===== src/rtl/uart_frame_pkg.sv =====
// Shared definitions for the UART-to-EBI host frame engine.
// Holds protocol defaults, FSM states, error codes and the CRC-8 helper.
package uart_frame_pkg;

    localparam logic [7:0] DEF_CRC_INIT = 8'h14;
    localparam logic [7:0] DEF_WR_HDR   = 8'hAB;
    localparam logic [7:0] DEF_RD_HDR   = 8'hAA;
    localparam logic [7:0] DEF_RSP_HDR  = 8'hAA;

    typedef enum logic [3:0] {
        ST_IDLE,
        ST_TX_HDR,
        ST_TX_AH,
        ST_TX_AL,
        ST_TX_DH,
        ST_TX_DL,
        ST_TX_CRC,
        ST_RX,
        ST_RSP
    } state_t;

    localparam logic [1:0] ERR_OK      = 2'd0;
    localparam logic [1:0] ERR_CRC     = 2'd1;
    localparam logic [1:0] ERR_HDR     = 2'd2;
    localparam logic [1:0] ERR_TIMEOUT = 2'd3;

    // CRC-8, poly x^8+x^2+x+1, MSB first, no reflection, no final XOR.
    function automatic logic [7:0] crc8_07(
        input logic [7:0] crc,
        input logic [7:0] data
    );
        logic [7:0] c;
        c = crc ^ data;
        for (int i = 0; i < 8; i++) begin
            if (c[7]) c = {c[6:0], 1'b0} ^ 8'h07;
            else      c = {c[6:0], 1'b0};
        end
        return c;
    endfunction

endpackage


===== src/rtl/uart_frame_master.sv =====
// Host-side frame engine: turns read/write commands into CRC-8 framed bytes
// for a uart TX stream and parses/checks 4-byte read responses from uart RX.
// Ports:
//   clk, rst                      clock, synchronous active-high reset
//   cmd_valid/ready/write/addr/wdata   local command port
//   rsp_valid/rdata/error         one-cycle completion with status
//   m_axis_*                      byte stream to uart TX
//   s_axis_*                      byte stream from uart RX (never stalled)
//   busy                          engine not idle
module uart_frame_master
    import uart_frame_pkg::*;
#(
    parameter logic [7:0]  CRC_INIT = DEF_CRC_INIT,
    parameter logic [7:0]  WR_HDR   = DEF_WR_HDR,
    parameter logic [7:0]  RD_HDR   = DEF_RD_HDR,
    parameter logic [7:0]  RSP_HDR  = DEF_RSP_HDR,
    parameter int unsigned TIMEOUT  = 1000000
) (
    input  logic        clk,
    input  logic        rst,
    input  logic        cmd_valid,
    output logic        cmd_ready,
    input  logic        cmd_write,
    input  logic [15:0] cmd_addr,
    input  logic [15:0] cmd_wdata,
    output logic        rsp_valid,
    output logic [15:0] rsp_rdata,
    output logic [1:0]  rsp_error,
    output logic [7:0]  m_axis_tdata,
    output logic        m_axis_tvalid,
    input  logic        m_axis_tready,
    input  logic [7:0]  s_axis_tdata,
    input  logic        s_axis_tvalid,
    output logic        s_axis_tready,
    output logic        busy
);

    localparam int CW = (TIMEOUT > 2) ? $clog2(TIMEOUT) : 1;
    localparam logic [CW-1:0] TO_LAST = CW'(TIMEOUT - 1);

    state_t        state;
    logic [7:0]    crc;
    logic          wr_q;
    logic [15:0]   addr_q;
    logic [15:0]   wdata_q;
    logic [1:0]    rx_idx;
    logic          hdr_bad;
    logic [15:0]   rx_data;
    logic [CW-1:0] to_cnt;

    logic          tx_fire;
    logic [7:0]    crc_tx_nxt;
    logic [7:0]    crc_rx_nxt;

    assign tx_fire    = m_axis_tvalid & m_axis_tready;
    assign crc_tx_nxt = crc8_07(crc, m_axis_tdata);
    assign crc_rx_nxt = crc8_07(crc, s_axis_tdata);

    assign cmd_ready     = (state == ST_IDLE);
    assign busy          = (state != ST_IDLE);
    assign s_axis_tready = 1'b1;

    always_ff @(posedge clk) begin
        if (rst) begin
            state         <= ST_IDLE;
            crc           <= CRC_INIT;
            wr_q          <= 1'b0;
            addr_q        <= '0;
            wdata_q       <= '0;
            rx_idx        <= '0;
            hdr_bad       <= 1'b0;
            rx_data       <= '0;
            to_cnt        <= '0;
            rsp_valid     <= 1'b0;
            rsp_rdata     <= '0;
            rsp_error     <= ERR_OK;
            m_axis_tvalid <= 1'b0;
            m_axis_tdata  <= '0;
        end else begin
            rsp_valid <= 1'b0;
            unique case (state)
                ST_IDLE: begin
                    crc <= CRC_INIT;
                    if (cmd_valid) begin
                        wr_q          <= cmd_write;
                        addr_q        <= cmd_addr;
                        wdata_q       <= cmd_wdata;
                        m_axis_tvalid <= 1'b1;
                        m_axis_tdata  <= cmd_write ? WR_HDR : RD_HDR;
                        state         <= ST_TX_HDR;
                    end
                end
                ST_TX_HDR: if (tx_fire) begin
                    crc          <= crc_tx_nxt;
                    m_axis_tdata <= addr_q[15:8];
                    state        <= ST_TX_AH;
                end
                ST_TX_AH: if (tx_fire) begin
                    crc          <= crc_tx_nxt;
                    m_axis_tdata <= addr_q[7:0];
                    state        <= ST_TX_AL;
                end
                ST_TX_AL: if (tx_fire) begin
                    crc <= crc_tx_nxt;
                    if (wr_q) begin
                        m_axis_tdata <= wdata_q[15:8];
                        state        <= ST_TX_DH;
                    end else begin
                        m_axis_tdata <= crc_tx_nxt;
                        state        <= ST_TX_CRC;
                    end
                end
                ST_TX_DH: if (tx_fire) begin
                    crc          <= crc_tx_nxt;
                    m_axis_tdata <= wdata_q[7:0];
                    state        <= ST_TX_DL;
                end
                ST_TX_DL: if (tx_fire) begin
                    crc          <= crc_tx_nxt;
                    m_axis_tdata <= crc_tx_nxt;
                    state        <= ST_TX_CRC;
                end
                ST_TX_CRC: if (tx_fire) begin
                    m_axis_tvalid <= 1'b0;
                    m_axis_tdata  <= '0;
                    crc           <= CRC_INIT;
                    to_cnt        <= '0;
                    rx_idx        <= '0;
                    hdr_bad       <= 1'b0;
                    if (wr_q) begin
                        // Writes are posted: complete as soon as the frame is out.
                        rsp_valid <= 1'b1;
                        rsp_rdata <= '0;
                        rsp_error <= ERR_OK;
                        state     <= ST_RSP;
                    end else begin
                        state <= ST_RX;
                    end
                end
                ST_RX: begin
                    if (s_axis_tvalid) begin
                        // A byte beats a same-cycle timeout.
                        to_cnt <= '0;
                        crc    <= crc_rx_nxt;
                        rx_idx <= rx_idx + 2'd1;
                        unique case (rx_idx)
                            2'd0: hdr_bad <= (s_axis_tdata != RSP_HDR);
                            2'd1: rx_data[15:8] <= s_axis_tdata;
                            2'd2: rx_data[7:0]  <= s_axis_tdata;
                            2'd3: begin
                                rsp_valid <= 1'b1;
                                state     <= ST_RSP;
                                if (hdr_bad) begin
                                    rsp_error <= ERR_HDR;
                                    rsp_rdata <= '0;
                                end else if (s_axis_tdata != crc) begin
                                    rsp_error <= ERR_CRC;
                                    rsp_rdata <= '0;
                                end else begin
                                    rsp_error <= ERR_OK;
                                    rsp_rdata <= rx_data;
                                end
                            end
                            default: ;
                        endcase
                    end else if (to_cnt == TO_LAST) begin
                        rsp_valid <= 1'b1;
                        rsp_error <= ERR_TIMEOUT;
                        rsp_rdata <= '0;
                        state     <= ST_RSP;
                    end else begin
                        to_cnt <= to_cnt + 1'b1;
                    end
                end
                ST_RSP: begin
                    state <= ST_IDLE;
                end
                default: begin
                    state <= ST_IDLE;
                end
            endcase
        end
    end

endmodule


===== config.mk =====
export PLATFORM = sky130hd
export DESIGN_NAME = uart_frame_master
export DESIGN_NICKNAME = d
export VERILOG_FILES = /design/src/rtl/uart_frame_pkg.sv /design/src/rtl/uart_frame_master.sv
export SDC_FILE = /design/constraint.sdc
export NUM_CORES = 1
export LEC_CHECK = 0
export CORE_MARGIN = 10
export CORE_UTILIZATION = 55
export CTS_CLUSTER_DIAMETER = 150
export DETAILED_ROUTE_END_ITERATION = 12
export DONT_BUFFER_PORTS = 1
export PLACE_DENSITY = 0.73
export SYNTH_ARGS = -nofsm -noshare
export SYNTH_HDL_FRONTEND = slang
export SYNTH_SLANG_ARGS = --single-unit

===== constraint.sdc =====
create_clock -name clk -period 3.6 [get_ports clk]
set_input_delay 1.08 -clock clk [delete_from_list [all_inputs] [get_ports clk]]
set_output_delay 1.08 -clock clk [all_outputs]
set_load 0.005 [all_outputs]

==> impl_metrics.sql <==
INSERT INTO impl_metrics (metric_group, metric, value, unit) VALUES
('timing', 'rsz0062_at_grt', 'false', ''),
('grt', 'grt_first_pass_wirelength', '21900', 'um'),
('pwr', 'vdd_drop_max', '0.404', 'mV'),
('layout', 'antenna-diode-count', '0', ''),
('grt', 'grtUsageMet1', '0.225', ''),
('clocking', 'clock_path_buffers', '2', ''),
('grt', 'antenna_violations_before_repair', '0', ''),
('hold_path', 'worst_hold_startpoint', 'wdata_q[0]', ''),
('clocking', 'post_cts_hold_buffer_count', '0', ''),
('worst_setup_path', 'reg2reg_depth', '5', ''),
('clocking', 'root_buffer', 'sky130_fd_sc_hd__clkbuf_8', ''),
('grt', 'busiest_layer', 'met2', ''),
('placement', 'dpl.hpwl', '9490', 'um'),
('yosys', 'number_of_synthesized_flops_with_an_enable_pin', '0', ''),
('routing', 'wirelength_per_cell', '16.9', 'um'),
('layout', 'drive_above_1_share', '0.0533', ''),
('placement', 'port-buffer-count', '0', ''),
('clocking', 'h-tree-depth', '3', ''),
('outcome', 'status', 'complete, no violations', ''),
('grt', 'gr-usage-met3', '0.0590', ''),
('yosys', 'synth.net_count', '713', ''),
('worst_setup_path', 'crit_path_cell_trace', 'or4_1 -> inv_1', ''),
('clocking', 'postCtsResizedCells', '0', ''),
('routing', 'drc', '0', ''),
('placement', 'dpl_worst_slack', '932', 'ps'),
('layout', 'layout.nets', '687', ''),
('floorplan', 'start_util', '0.560', ''),
('yosys', 'synthesis.yosys.warnings', '0', ''),
('timing', 'maxSlewHeadroom', '0.312', ''),
('timing', 'fmax', '350', 'MHz'),
('grt', 'first_global_vias', '4434', ''),
('worst_setup_path', 'critical_path_class', 'register to output pin', ''),
('routing', 'detail_route.first_pass.iterations', '5', ''),
('timing', 'slew_violations', '0', ''),
('clocking', 'inserted_clock_buffers', '9', ''),
('routing', 'detail_route.iter0.violations', '566', ''),
('timing', 'fin_crit_sh', '0.793', ''),
('worst_setup_path', 'cp_slowest_stage_delay', '710', 'ps'),
('yosys', 'post_synthesis_cell_type_count', '63', ''),
('yosys', 'synth_area', '5420', 'um^2'),
('yosys', 'proportion_of_synthesized_chip_area_in_sequential_cells', '0.414', ''),
('worst_setup_path', 'critical_path_top_delay_cell', 'sky130_fd_sc_hd__or4_1', ''),
('worst_setup_path', 'worstReg2RegStart', 'to_cnt[10]', ''),
('worst_setup_path', 'worstSetupPathDepth', '2', ''),
('pwr', 'power-per-cell-area', '650', 'nW/um^2'),
('layout', 'final_cell_count_no_fill', '771', ''),
('worst_setup_path', 'cp_top_family', 'simple AND/OR/NAND/NOR gates', ''),
('grt', 'grt.overflow.total', '0', ''),
('routing', 'drt_wl_total', '13000', 'um'),
('worst_setup_path', 'required', '2520', 'ps'),
('floorplan', 'ioPinCount', '77', ''),
('floorplan', 'fp.coreArea', '9680', 'um^2'),
('timing', 'setup_violations', '0', ''),
('worst_setup_path', 'arrival_time_of_the_worst_setup_path', '1770', 'ps'),
('yosys', 'ys_seq_elements', '112', ''),
('flow_run', 'max_cap_violations', '0', ''),
('timing', 'post-route-worst-setup-slack', '746', 'ps'),
('routing', 'avgViaCountPerCell', '5.93', ''),
('worst_setup_path', 'critical_path.endpoint_type', 'output pin', ''),
('layout', 'area_delta_synth_final', '5.31', '%'),
('yosys', 'netlist.top_cell.by_area', 'sky130_fd_sc_hd__dfxtp_1', ''),
('worst_setup_path', 'crit_fanout', '23', ''),
('floorplan', 'fp-row-count', '36', ''),
('placement', 'routabilityCongestion', '0.921', ''),
('grt', 'grt_util_all_layers', '0.183', ''),
('timing', 'timing.final.crit_period', '2850', 'ps'),
('worst_setup_path', 'startpoint_type', 'register', ''),
('timing', 'hold_viol', '0', ''),
('yosys', 'synth-main-ff-cell', 'sky130_fd_sc_hd__dfxtp_1', ''),
('yosys', 'post_synth_main_area_contributors', 'sky130_fd_sc_hd__dfxtp_1, sky130_fd_sc_hd__nand2_1, sky130_fd_sc_hd__xnor2_1', ''),
('layout', 'layout_common_cells', 'sky130_fd_sc_hd__nand2_1, sky130_fd_sc_hd__dfxtp_1, sky130_fd_sc_hd__a21oi_1', '');
==> worst register-to-register path: stages (launching register included) <==
cell and delay [ps]:
sky130_fd_sc_hd__dfxtp_1 360, sky130_fd_sc_hd__or4_1 550, sky130_fd_sc_hd__or4_4 600, sky130_fd_sc_hd__o31ai_4 210
sky130_fd_sc_hd__and2_1 490, sky130_fd_sc_hd__nor3b_1 360
==> through the flow <==
| stage | util | instance area (um^2) | power (mW) | hold slack, ps |
|---|---|---|---|---|
| 3_5_place_dp | 0.565 | 5470 | 2.84 | 442 |
| 6_report | 0.590 | 5710 | 3.71 | 455 |
| 3_3_place_gp | 0.565 | 5470 | 2.82 | 439 |
| 4_1_cts | 0.590 | 5710 | 3.71 | 456 |
| 5_1_grt | 0.590 | 5710 | 3.96 | 473 |
| 2_1_floorplan | - | 5420 | 2.60 | 431 |
==> logic make-up (layout without fill, tap and decap cells) <==
logic type	count (synthesis)	after routing	share of synthesized area
flops	112	112	0.414
compound gates	158	158	0.186
simple gates	256	256	0.223
mux	16	16	0.0295
buf+inv	56	35	0.0420
xor+xnor	52	52	0.0865
fa+ha+maj	8	8	0.0185
other cells	1	1	0.000692
==> power breakdown <==
group	internal [mW]	switching [mW]	total (mW)	leakage (nW)
Sequential	1.38	0.158	1.54	0.911
Combinational	0.548	0.762	1.31	0.998
Clock	0.423	0.440	0.863	0.121
==> path summary, 6_finish.rpt <==
check | to | slack, ps
max | cmd_ready | 750
min | wdata_q[0] | 450
max reg2reg | state[3] | 910
min reg2reg | wdata_q[0] | 450
==> metal layers <==
metal	wire, um	vias up	share of wire
met3	1040	18	0.080
li1	-	2288	-
met5	0	-	0
met2	6020	135	0.46
met1	5680	2129	0.44
met4	302	0	0.023
==> sequential cells by signal, summed over array words and instances, names as in the netlist, 2 cells and up <==
signal / cells
to_cnt: 20
addr_q: 16
rsp_rdata: 16
rx_data: 16
wdata_q: 16
crc: 8
m_axis_tdata: 8
state: 4
rsp_error: 2
rx_idx: 2
==> Yosys cell counts, types with 3 or more instances <==
cell,number
sky130_fd_sc_hd__a211oi_1,3
sky130_fd_sc_hd__a21oi_1,60
sky130_fd_sc_hd__a221oi_1,10
sky130_fd_sc_hd__a22oi_1,8
sky130_fd_sc_hd__a311oi_1,7
sky130_fd_sc_hd__and2_1,5
sky130_fd_sc_hd__and3_1,6
sky130_fd_sc_hd__buf_2,4
sky130_fd_sc_hd__buf_4,3
sky130_fd_sc_hd__clkbuf_1,37
sky130_fd_sc_hd__dfxtp_1,112
sky130_fd_sc_hd__ha_1,8
sky130_fd_sc_hd__inv_1,10
sky130_fd_sc_hd__mux2i_1,16
sky130_fd_sc_hd__nand2_1,112
sky130_fd_sc_hd__nand2b_1,5
sky130_fd_sc_hd__nand3_1,11
sky130_fd_sc_hd__nand4_1,22
sky130_fd_sc_hd__nor2_1,53
sky130_fd_sc_hd__nor2b_1,3
sky130_fd_sc_hd__nor3_1,6
sky130_fd_sc_hd__nor3b_1,3
sky130_fd_sc_hd__nor4_1,3
sky130_fd_sc_hd__o211ai_1,8
sky130_fd_sc_hd__o21ai_0,27
sky130_fd_sc_hd__o21ai_1,10
sky130_fd_sc_hd__or2_2,3
sky130_fd_sc_hd__or3_1,9
sky130_fd_sc_hd__or4_1,5
sky130_fd_sc_hd__xnor2_1,36
sky130_fd_sc_hd__xor2_1,15
==> final cells by class <==
| class | instances | area (um^2) |
|---|---|---|
| timing repair buffer | 9 | 67.6 |
| clock buffer | 10 | 138 |
| sequential | 112 | 2240 |
| multi-input combinational | 491 | 2960 |
| fill | 846 | 3980 |
| inverter | 10 | 37.5 |
| clock inverter | 6 | 100 |
| tap | 133 | 166 |
(Power assumes the default switching activity.)
